--- src/rtl/lsu_stage_pkg.sv ---
// Shared types and helpers for the load/store writeback stage.
package lsu_pkg;

    typedef enum logic [1:0] {
        IDLE      = 2'd0,
        REQ       = 2'd1,
        WAIT_RESP = 2'd2
    } lsu_state_t;

    localparam logic [1:0] SZ_B = 2'd0;
    localparam logic [1:0] SZ_H = 2'd1;
    localparam logic [1:0] SZ_W = 2'd2;
    localparam logic [1:0] SZ_D = 2'd3;

    // Byte-enable pattern for an access of the given size at lane 0.
    function automatic logic [7:0] size_mask(input logic [1:0] size);
        case (size)
            SZ_B:    return 8'h01;
            SZ_H:    return 8'h03;
            SZ_W:    return 8'h0F;
            default: return 8'hFF;
        endcase
    endfunction

    // Natural alignment: an access must not straddle its own size boundary.
    function automatic logic is_misaligned(input logic [1:0] size, input logic [2:0] off);
        case (size)
            SZ_B:    return 1'b0;
            SZ_H:    return off[0];
            SZ_W:    return |off[1:0];
            default: return |off;
        endcase
    endfunction

endpackage

--- src/rtl/lsu_stage_if.sv ---
// Data-memory request/response port shared by the LSU and the memory side.
interface lsu_stage_if #(
    parameter int XLEN = 64
);
    logic            dmem_req_valid;
    logic            dmem_req_ready;
    logic            dmem_req_we;
    logic [XLEN-1:0] dmem_req_addr;
    logic [XLEN-1:0] dmem_req_wdata;
    logic [7:0]      dmem_req_wstrb;
    logic            dmem_resp_valid;
    logic [XLEN-1:0] dmem_resp_rdata;

    modport master (
        output dmem_req_valid, dmem_req_we, dmem_req_addr, dmem_req_wdata, dmem_req_wstrb,
        input  dmem_req_ready, dmem_resp_valid, dmem_resp_rdata
    );

    modport slave (
        input  dmem_req_valid, dmem_req_we, dmem_req_addr, dmem_req_wdata, dmem_req_wstrb,
        output dmem_req_ready, dmem_resp_valid, dmem_resp_rdata
    );
endinterface

--- src/rtl/lsu_stage_load_align.sv ---
// Picks the addressed lane out of a doubleword and extends it to XLEN.
module load_align
    import lsu_pkg::*;
#(
    parameter int XLEN = 64
) (
    input  logic [XLEN-1:0] rdata,
    input  logic [2:0]      offset,
    input  logic [1:0]      size,
    input  logic            is_unsigned,
    output logic [XLEN-1:0] data
);
    logic [XLEN-1:0] lane;

    assign lane = rdata >> {offset, 3'b000};

    // Sign- or zero-extend the low bytes of the shifted lane.
    always_comb begin
        data = lane;
        case (size)
            SZ_B: data = {{(XLEN-8){lane[7] & ~is_unsigned}}, lane[7:0]};
            SZ_H: data = {{(XLEN-16){lane[15] & ~is_unsigned}}, lane[15:0]};
            SZ_W: data = {{(XLEN-32){lane[31] & ~is_unsigned}}, lane[31:0]};
            default: data = lane;
        endcase
    end
endmodule

--- src/rtl/lsu_stage.sv ---
// Memory/writeback stage: passes ALU results through, runs loads and stores
// on the D-memory port and stalls upstream while an access is outstanding.
module lsu_stage
    import lsu_pkg::*;
#(
    parameter int XLEN = 64,
    parameter int REGW = 5
) (
    input  logic             clk,
    input  logic             reset,
    input  logic             in_valid,
    input  logic [XLEN-1:0]  in_data,
    input  logic [XLEN-1:0]  in_mem_addr,
    input  logic             in_store,
    input  logic             in_load,
    input  logic [1:0]       in_size,
    input  logic             in_unsigned,
    input  logic [REGW-1:0]  in_reg_dest,
    input  logic [31:0]      in_pc,
    input  logic             is_flush,
    output logic             lsu_busy,
    lsu_stage_if.master      dmem,
    output logic             wb_en,
    output logic [REGW-1:0]  wb_reg,
    output logic [XLEN-1:0]  wb_data,
    output logic [31:0]      wb_pc,
    output logic             misaligned
);
    lsu_state_t      state_reg, state_next;
    logic [XLEN-1:0] acc_addr;
    logic            is_mem, mis, accept, start_mem, req_fire, resp_fire;
    logic            drop_reg;
    logic [2:0]      off_reg;
    logic [1:0]      size_reg;
    logic            uns_reg;
    logic [REGW-1:0] dest_reg;
    logic [31:0]     pc_reg;
    logic [XLEN-1:0] load_data;
    logic            req_valid_reg, req_we_reg;
    logic [XLEN-1:0] req_addr_reg, req_wdata_reg;
    logic [7:0]      req_wstrb_reg;

    // Stores take their address from the separate store-address field.
    assign is_mem    = in_load | in_store;
    assign acc_addr  = in_store ? in_mem_addr : in_data;
    assign mis       = is_misaligned(in_size, acc_addr[2:0]);
    assign accept    = in_valid && (state_reg == IDLE) && !is_flush;
    assign start_mem = accept && is_mem && !mis;
    assign req_fire  = (state_reg == REQ) && req_valid_reg && dmem.dmem_req_ready;
    assign resp_fire = (state_reg == WAIT_RESP) && dmem.dmem_resp_valid;
    assign lsu_busy  = (state_reg != IDLE);

    assign dmem.dmem_req_valid = req_valid_reg;
    assign dmem.dmem_req_we    = req_we_reg;
    assign dmem.dmem_req_addr  = req_addr_reg;
    assign dmem.dmem_req_wdata = req_wdata_reg;
    assign dmem.dmem_req_wstrb = req_wstrb_reg;

    load_align #(.XLEN(XLEN)) u_load_align (
        .rdata       (dmem.dmem_resp_rdata),
        .offset      (off_reg),
        .size        (size_reg),
        .is_unsigned (uns_reg),
        .data        (load_data)
    );

    // State register.
    always_ff @(posedge clk or negedge reset) begin
        if (!reset) state_reg <= IDLE;
        else        state_reg <= state_next;
    end

    // Next state: stores are posted, loads wait for their in-order response.
    always_comb begin
        state_next = state_reg;
        case (state_reg)
            IDLE:      if (start_mem) state_next = REQ;
            REQ:       if (req_fire)  state_next = req_we_reg ? IDLE : WAIT_RESP;
            WAIT_RESP: if (resp_fire) state_next = IDLE;
            default:   state_next = IDLE;
        endcase
    end

    // Request, writeback and drop-flag registers.
    always_ff @(posedge clk or negedge reset) begin
        if (!reset) begin
            req_valid_reg <= 1'b0;
            req_we_reg    <= 1'b0;
            req_addr_reg  <= '0;
            req_wdata_reg <= '0;
            req_wstrb_reg <= '0;
            off_reg       <= '0;
            size_reg      <= '0;
            uns_reg       <= 1'b0;
            dest_reg      <= '0;
            pc_reg        <= '0;
            drop_reg      <= 1'b0;
            wb_en         <= 1'b0;
            wb_reg        <= '0;
            wb_data       <= '0;
            wb_pc         <= '0;
            misaligned    <= 1'b0;
        end else begin
            wb_en      <= 1'b0;
            misaligned <= 1'b0;
            if (accept) begin
                if (!is_mem) begin
                    wb_en   <= (in_reg_dest != '0);
                    wb_reg  <= in_reg_dest;
                    wb_data <= in_data;
                    wb_pc   <= in_pc;
                end else if (mis) begin
                    misaligned <= 1'b1;
                end else begin
                    req_valid_reg <= 1'b1;
                    req_we_reg    <= in_store;
                    req_addr_reg  <= {acc_addr[XLEN-1:3], 3'b000};
                    req_wdata_reg <= in_store ? (in_data << {acc_addr[2:0], 3'b000}) : '0;
                    req_wstrb_reg <= in_store ? (size_mask(in_size) << acc_addr[2:0]) : 8'h00;
                    off_reg       <= acc_addr[2:0];
                    size_reg      <= in_size;
                    uns_reg       <= in_unsigned;
                    dest_reg      <= in_reg_dest;
                    pc_reg        <= in_pc;
                end
            end
            if (req_fire) req_valid_reg <= 1'b0;
            if (resp_fire && !drop_reg && !is_flush) begin
                wb_en   <= (dest_reg != '0);
                wb_reg  <= dest_reg;
                wb_data <= load_data;
                wb_pc   <= pc_reg;
            end
            // A flushed access still finishes on the bus but never writes back.
            if (state_reg != IDLE) begin
                if (state_next == IDLE) drop_reg <= 1'b0;
                else if (is_flush)      drop_reg <= 1'b1;
            end
        end
    end
endmodule

--- src/flat_wrapper.sv ---
// flat-port wrapper written by rule: the top's interface ports become plain ports
module lsu_stage_flat import lsu_pkg::*;
#(
    parameter int XLEN = 64,
    parameter int REGW = 5
)
  (clk, reset, in_valid, in_data, in_mem_addr, in_store, in_load, in_size, in_unsigned, in_reg_dest, in_pc, is_flush, lsu_busy, wb_en, wb_reg, wb_data, wb_pc, misaligned, dmem_dmem_req_valid, dmem_dmem_req_we, dmem_dmem_req_addr, dmem_dmem_req_wdata, dmem_dmem_req_wstrb, dmem_dmem_req_ready, dmem_dmem_resp_valid, dmem_dmem_resp_rdata);
  lsu_stage_if #(.XLEN(XLEN)) dmem_i ();
  input  logic clk;
  input  logic reset;
  input  logic in_valid;
  input  logic [XLEN-1:0] in_data;
  input  logic [XLEN-1:0] in_mem_addr;
  input  logic in_store;
  input  logic in_load;
  input  logic [1:0] in_size;
  input  logic in_unsigned;
  input  logic [REGW-1:0] in_reg_dest;
  input  logic [31:0] in_pc;
  input  logic is_flush;
  output logic lsu_busy;
  output logic wb_en;
  output logic [REGW-1:0] wb_reg;
  output logic [XLEN-1:0] wb_data;
  output logic [31:0] wb_pc;
  output logic misaligned;
  output wire logic [$bits(dmem_i.dmem_req_valid)-1:0] dmem_dmem_req_valid;
  output wire logic [$bits(dmem_i.dmem_req_we)-1:0] dmem_dmem_req_we;
  output wire logic [$bits(dmem_i.dmem_req_addr)-1:0] dmem_dmem_req_addr;
  output wire logic [$bits(dmem_i.dmem_req_wdata)-1:0] dmem_dmem_req_wdata;
  output wire logic [$bits(dmem_i.dmem_req_wstrb)-1:0] dmem_dmem_req_wstrb;
  input wire logic [$bits(dmem_i.dmem_req_ready)-1:0] dmem_dmem_req_ready;
  input wire logic [$bits(dmem_i.dmem_resp_valid)-1:0] dmem_dmem_resp_valid;
  input wire logic [$bits(dmem_i.dmem_resp_rdata)-1:0] dmem_dmem_resp_rdata;
  assign dmem_dmem_req_valid = dmem_i.dmem_req_valid;
  assign dmem_dmem_req_we = dmem_i.dmem_req_we;
  assign dmem_dmem_req_addr = dmem_i.dmem_req_addr;
  assign dmem_dmem_req_wdata = dmem_i.dmem_req_wdata;
  assign dmem_dmem_req_wstrb = dmem_i.dmem_req_wstrb;
  assign dmem_i.dmem_req_ready = dmem_dmem_req_ready;
  assign dmem_i.dmem_resp_valid = dmem_dmem_resp_valid;
  assign dmem_i.dmem_resp_rdata = dmem_dmem_resp_rdata;
  lsu_stage #(.XLEN(XLEN), .REGW(REGW)) u_core (.clk(clk), .reset(reset), .in_valid(in_valid), .in_data(in_data), .in_mem_addr(in_mem_addr), .in_store(in_store), .in_load(in_load), .in_size(in_size), .in_unsigned(in_unsigned), .in_reg_dest(in_reg_dest), .in_pc(in_pc), .is_flush(is_flush), .lsu_busy(lsu_busy), .dmem(dmem_i), .wb_en(wb_en), .wb_reg(wb_reg), .wb_data(wb_data), .wb_pc(wb_pc), .misaligned(misaligned));
endmodule
--- config.mk ---
export PLATFORM = sky130hd
export DESIGN_NAME = lsu_stage_flat
export DESIGN_NICKNAME = d
export VERILOG_FILES = /design/src/rtl/lsu_stage_pkg.sv /design/src/rtl/lsu_stage_if.sv /design/src/rtl/lsu_stage_load_align.sv /design/src/rtl/lsu_stage.sv /design/src/flat_wrapper.sv
export SDC_FILE = /design/constraint.sdc
export NUM_CORES = 1
export LEC_CHECK = 0
export CAP_MARGIN = 40
export CORE_MARGIN = 2
export CORE_UTILIZATION = 45
export DETAILED_ROUTE_END_ITERATION = 8
export GPL_TIMING_DRIVEN = 1
export PLACE_DENSITY = 0.78
export SLEW_MARGIN = 20
export SYNTH_ARGS = -nofsm -noshare
export SYNTH_HDL_FRONTEND = slang
export SYNTH_SLANG_ARGS = --single-unit
--- constraint.sdc ---
create_clock -name clk -period 3.6 [get_ports clk]
set_clock_uncertainty 0.15 [all_clocks]
set_input_delay 0.72 -clock clk [delete_from_list [all_inputs] [get_ports clk]]
set_output_delay 0.72 -clock clk [all_outputs]
set_load 0.01 [all_outputs]
Word-level counts from Yosys, hierarchy flattened:

Cells that the tools add are included.

* $add $sub $neg: 0
* $mul: 0
* div/mod/pow operators: 0
* $lt $le $gt $ge: 0
* eq/ne operators: 8
* shift operators: 3
* muxes and demuxes: 35
* bitwise gates (word level): 6
* reduce and logical (&&, ||, !) cells: 29

Operator list (count)
* 64-bit two-way mux: 5
* 64-bit one-hot mux with 3 select lines: 1
* 32-bit two-way mux: 3
* 64-bit by 6-bit left shift with 64-bit output: 1
* 64-bit by 6-bit >> shifter with 64-bit output: 1
* 8-bit two-way mux: 4
* 8-bit one-hot mux with 3 select lines: 1
* 5-bit two-way mux: 3
* 1-bit two-way mux: 12
* 2-bit nonzero test: 5
* 5-bit nonzero test: 2
* 1-bit logical AND: 9
* 2-bit zero test: 4
* 2-bit two-way mux: 4
* 8-bit by 3-bit left shift with 8-bit output: 1
* 2-bit by 1-bit equality test with 1-bit output (second input constant): 3
* 2-bit equality test (second input constant): 3
* 2-bit one-hot mux with 3 select lines: 1
* 3-bit AND reduction: 2
* 2-bit inequality test (second input constant): 2
* 2-bit AND reduction: 2
* 1-bit AND: 3
* 1-bit zero test: 3
* 1-bit one-hot mux with 3 select lines: 1
* other kinds (4): 5

* register bits: 284
* latch bits: 0
* memory bits (writable): 0
* ROM bits: 0
* input port bits: 240
* output and inout port bits: 242
* logic and storage cells: 98
* memories kept: 0

Depth between registers and ports, before layout:

* depth in word-level cells: 10
* mapped depth: 10
* gate-level depth less buffers: 5

Cells and area by module:

Synthesis repeated with hierarchy kept, for this count alone.

* cell total of the unflattened synthesis: 1700
* area total of the unflattened synthesis: 15697.6 um^2

Modules (own cells, without submodules)
* lsu_stage: instances 1, cells an instance 1436, area each 13397.8 um^2, sequential area each 7106.8 um^2
* load_align: instances 1, cells an instance 264, area each 2299.7 um^2, sequential area each 0.0 um^2

Worst setup path before layout:

No wires, ideal clock.

* path type: input -> register
* start point: input port in_mem_addr[0]
* end point: register u_core.req_wstrb_reg[1] (netlist: u_core.dmem.dmem_req_wstrb[1])
* setup time: 0.122 ns
* arrival time: 2.413 ns
* setup slack: 0.915 ns
* stages on the path: 8
* buffers on the path: 4
* cell sequence: buf_2 > or3b_1 > and3_4 > or3_4 > buf_6 > buf_6 > buf_2 > a32o_1

* cells in the longest elaborated chain, start to end: 5

RTL lines
* start, declared: line flat_wrapper.sv:13 `input logic [XLEN-1:0] in_mem_addr;`
* 64-bit two-way mux *: line lsu_stage.sv:45 `assign acc_addr = in_store ? in_mem_addr : in_data;`
* 3-bit OR reduction or 2-bit OR reduction (tied branches): line lsu_stage_pkg.sv:31, lsu_stage_pkg.sv:30
* 1-bit one-hot mux with 3 select lines: line lsu_stage_pkg.sv:27 `case (size)`
* 1-bit inverter (no line)
* 3-bit AND reduction (no line)
* end signal, assigned: line lsu_stage.sv:119 `req_wstrb_reg <= in_store ? (size_mask(in_size) << acc_addr[2:0]) : 8'h00;`
* end, declared: line lsu_stage.sv:41 `logic [7:0] req_wstrb_reg;`

Every way passes the cells marked *; elsewhere a longest branch is shown, timed or not.
A chain may end at the register's enable or synchronous reset.

Worst setup path in the final report:

* start point: register u_core.off_reg[0]
* end point: register u_core.wb_data[14]

* cells in the longest elaborated chain, start to end: 4

RTL lines
* start, declared: line lsu_stage.sv:33 `logic [2:0] off_reg;`
* start signal, assigned: line lsu_stage.sv:120 `off_reg <= acc_addr[2:0];`
* 64-bit by 6-bit >> shifter with 64-bit output *: line lsu_stage_load_align.sv:15 `assign lane = rdata >> {offset, 3'b000};`
* 1-bit AND: line lsu_stage_load_align.sv:21 `SZ_B: data = {{(XLEN-8){lane[7] & ~is_unsigned}}, lane[7:0]};`
* 64-bit one-hot mux with 3 select lines *: line lsu_stage_load_align.sv:20 `case (size)`
* 64-bit two-way mux *: line lsu_stage.sv:128 `if (resp_fire && !drop_reg && !is_flush) begin`
* end signal, assigned: line lsu_stage.sv:110 `wb_data <= in_data;`
* end signal, assigned: line lsu_stage.sv:131 `wb_data <= load_data;`
* end, declared: line lsu_stage.sv:25 `output logic [XLEN-1:0] wb_data,`

Marked as above.

==> run_results.csv <==
group,metric,value,unit
status,outcome,"finished with violations",
status,violations,"negative hold slack",
place,place_area,20900,um^2
setup_path,cp-start-kind,"flop",
cells_and_area,multiInputGateArea,7710,um^2
sta,period_share,0.780,
cells_and_area,final_cell_area,22000,um^2
cells_and_area,utilization,0.654,
logic_synthesis,synth_top_family_by_area,"compound AO/OA/AOI/OAI gates",
cts,cts-root-buf,"clkbuf_16",
setup_path,crit_chain,"buf_12, nor2b_1, nand2_1, o21ai_0, mux2i_1, o311ai_0",
power,power.leakage,9.63,nW
routing,wl,66.4,mm
place,place_ws,196,ps
logic_synthesis,synth_compound_area_frac,0.186,
floorplan,dieArea,35800,um^2
power,switching_power,6.10,mW
logic_synthesis,yosysSeqAreaShare,0.460,
cts,cts_buffers,31,
power,powerDensity,762,nW/um^2
sta,holdWs,-25.5,ps
place,dp_hpwl,49.5,mm
setup_path,crit_type,"reg -> reg",
logic_synthesis,ys_types,67,
power,power_frac_seq,0.340,
routing,first_pass_iters,8,
cts,tritoncts,"yes",
floorplan,start_util,0.459,
sta,hold_viol_final,20,
cts,clk_pin_slew_worst_paths,70,ps
routing,first_iter_violations,1578,
cts,clk_path_buf_depth,3,
routing,post_drt_wl_per_cell,25.6,um
cts,cts_setup_buffers,0,
global_routing,grt_pass1_vias,15500,
routing,drt-vias-per-instance,6.07,
place,port_buffers,478,
cells_and_area,seq_area,7110,um^2
sta,final.setup.worst_slack,793,ps
setup_path,cp.required,3900,ps
setup_path,cp_max_fo,39,
logic_synthesis,synth-simple-area-share,0.165,
global_routing,grt_max_degree,89,
cts,cts-hold-fix-buffers,0,
logic_synthesis,synth_seq_cells,284,
logic_synthesis,synthAdderAreaFrac,0,
logic_synthesis,postSynthAreaPerCell,9.22,um^2
worst_hold_path,hp-class,"in -> async",
power,p_int,10.7,mW
logic_synthesis,yosysMostFrequentCell,"nand2_1",
global_routing,antenna_found_initial,8,
global_routing,grt_util_all_layers,0.362,
floorplan,num_io_pins,482,
cells_and_area,layout-drive-gt1-share,0.0917,
cts,htree_levels,1,
sta,finalSetupTns,0,ps
global_routing,overflow,0,
logic_synthesis,syn_area,15500,um^2
cts,clk_latency,600,ps
logic_synthesis,yosys.area.top_type,"dfrtp_1",
setup_path,worstPathArrival,3110,ps
sta,min_period,2810,ps
routing,vias,15700,
power,ir_worst_vdd,0.667,mV
routing,post-route-drc-count,0,
power,combPwrFrac,0.443,
power,p_sw_frac,0.363,
logic_synthesis,synth_edf_count,0,
setup_path,worst_path_max_delay_cell,"dfrtp_2",
floorplan,die_width,189,um
global_routing,grt_pass1_wl,98.2,mm
logic_synthesis,ys_async_sr_fraction,1.00,
cells_and_area,area_delta_synth_final,42.6,%
cts,cts_resized,0,
logic_synthesis,muxShareOfSynthArea,0.145,
setup_path,critPathCaptureType,"flop",
logic_synthesis,synth_commonest_cells,"nand2_1 (422), dfrtp_1 (284), mux2i_1 (154), o21ai_0 (125), nor2_1 (121)",
place,globalplace.congestion,0.957,
logic_synthesis,yosys_warnings,0,
setup_path,critPathMaxStageDelay,750,ps
sta,slew_viol_final,0,
sta,worst_pin_slew,856,ps
logic_synthesis,synth_xor_area_frac,0,
logic_synthesis,synthCells,1677,
power,power_frac_clock,0.217,
sta,fmax,356,MHz
logic_synthesis,synth_top_area_frac,0.460,
routing,ant_nets,0,
setup_path,critical_path.top_delay_family,"flip-flops",
cells_and_area,fin_nets,2354,
setup_path,crit_buf_inv,1,
floorplan,die_h,189,um
sta,relSlewSlack,0.427,
floorplan,fp-row-count,67,
run,maxCapViolCount,0,
logic_synthesis,yosys-top-cells-area,"dfrtp_1 (46%), nand2_1 (10%), mux2i_1 (10%)",
cts,clkSinkCount,284,
sta,setup_viol,0,
logic_synthesis,synth_ff_type,"dfrtp_1",
floorplan,coreArea,33700,um^2
cells_and_area,fillers,2797,
sta,rsz0062_at_grt,"no",
cells by family after synthesis:
group	after synthesis
AND/OR/NAND/NOR	623
AO/OA/AOI/OAI	411
flip-flops	284
multiplexers	205
buffers and inverters	153
other	1
per-stage QoR:
step	cells	total power, mW
2_1_floorplan	1679	8.91
3_3_place_gp	2527	12.9
3_5_place_dp	2529	13.1
4_1_cts	2586	16.7
5_1_grt	2592	17.6
6_report	2592	16.8
metal layers:
| layer | up-vias | global-route usage | share of wire |
|---|---|---|---|
| met3 | 181 | 0.0914 | 0.11 |
| met1 | 7634 | 0.457 | 0.37 |
| met4 | 2 | 0.159 | 0.048 |
| met2 | 1012 | 0.590 | 0.47 |
| li1 | 6902 | - | - |
| met5 | - | 0 | 0.00024 |
power groups by stage:
stage	sequential, mW	clock, mW	combinational, mW
after floorplan	5.91	0	3.00
after global placement	5.66	0	7.22
after detailed placement	5.71	0	7.35
after CTS	5.69	3.65	7.40
after global routing	5.86	3.78	7.95
final	5.71	3.63	7.43
cells in the final DEF (no fill, tap or decap), types with 5 or more instances in the layout:
cell / n
o31ai_1: 5
a22oi_1: 12
a21oi_1: 35
a31oi_1: 6
a32o_1: 18
a222oi_1: 19
nand3_1: 14
o211ai_1: 16
bufinv_16: 7
o22ai_1: 42
a221oi_1: 6
buf_12: 11
and2_1: 10
inv_1: 11
clkdlybuf4s50_1: 476
a22o_1: 20
o32ai_1: 10
nor2_1: 120
or2_2: 6
clkbuf_8: 7
nand2_1: 422
dfrtp_1: 282
mux2_2: 39
a32oi_1: 46
nor2b_1: 13
o21ai_1: 5
mux2i_1: 152
clkbuf_16: 31
a211oi_1: 14
nand2b_1: 6
buf_4: 55
mux4_2: 11
diode_2: 6
o21ai_0: 125
final timing paths:
check / start / end / slack, ps / cells past startpoint
max in group asynchronous: reset / u_core.off_reg[1] / 2400 / 2
hold / removal: reset / u_core.wb_data[30] / -30 / 1
min in group clk: u_core.dmem.dmem_req_wstrb[3] / u_core.dmem.dmem_req_wstrb[3] / 330 / 2
setup / recovery: u_core.off_reg[0] / u_core.wb_data[14] / 790 / 6
hold reg to reg: u_core.dmem.dmem_req_wstrb[3] / u_core.dmem.dmem_req_wstrb[3] / 330 / 2
setup reg to reg: u_core.off_reg[0] / u_core.wb_data[14] / 790 / 6
cell type report:
class | instances | area share
antenna | 6 | 0.000681
clock buffer | 42 | 0.0403
clock inverter | 15 | 0.0127
inverter | 11 | 0.00187
multi-input combinational | 1242 | 0.350
sequential | 284 | 0.323
tap | 448 | 0.0254
timing repair buffer | 544 | 0.246
No activity file was read; power rests on OpenSTA's default activity.
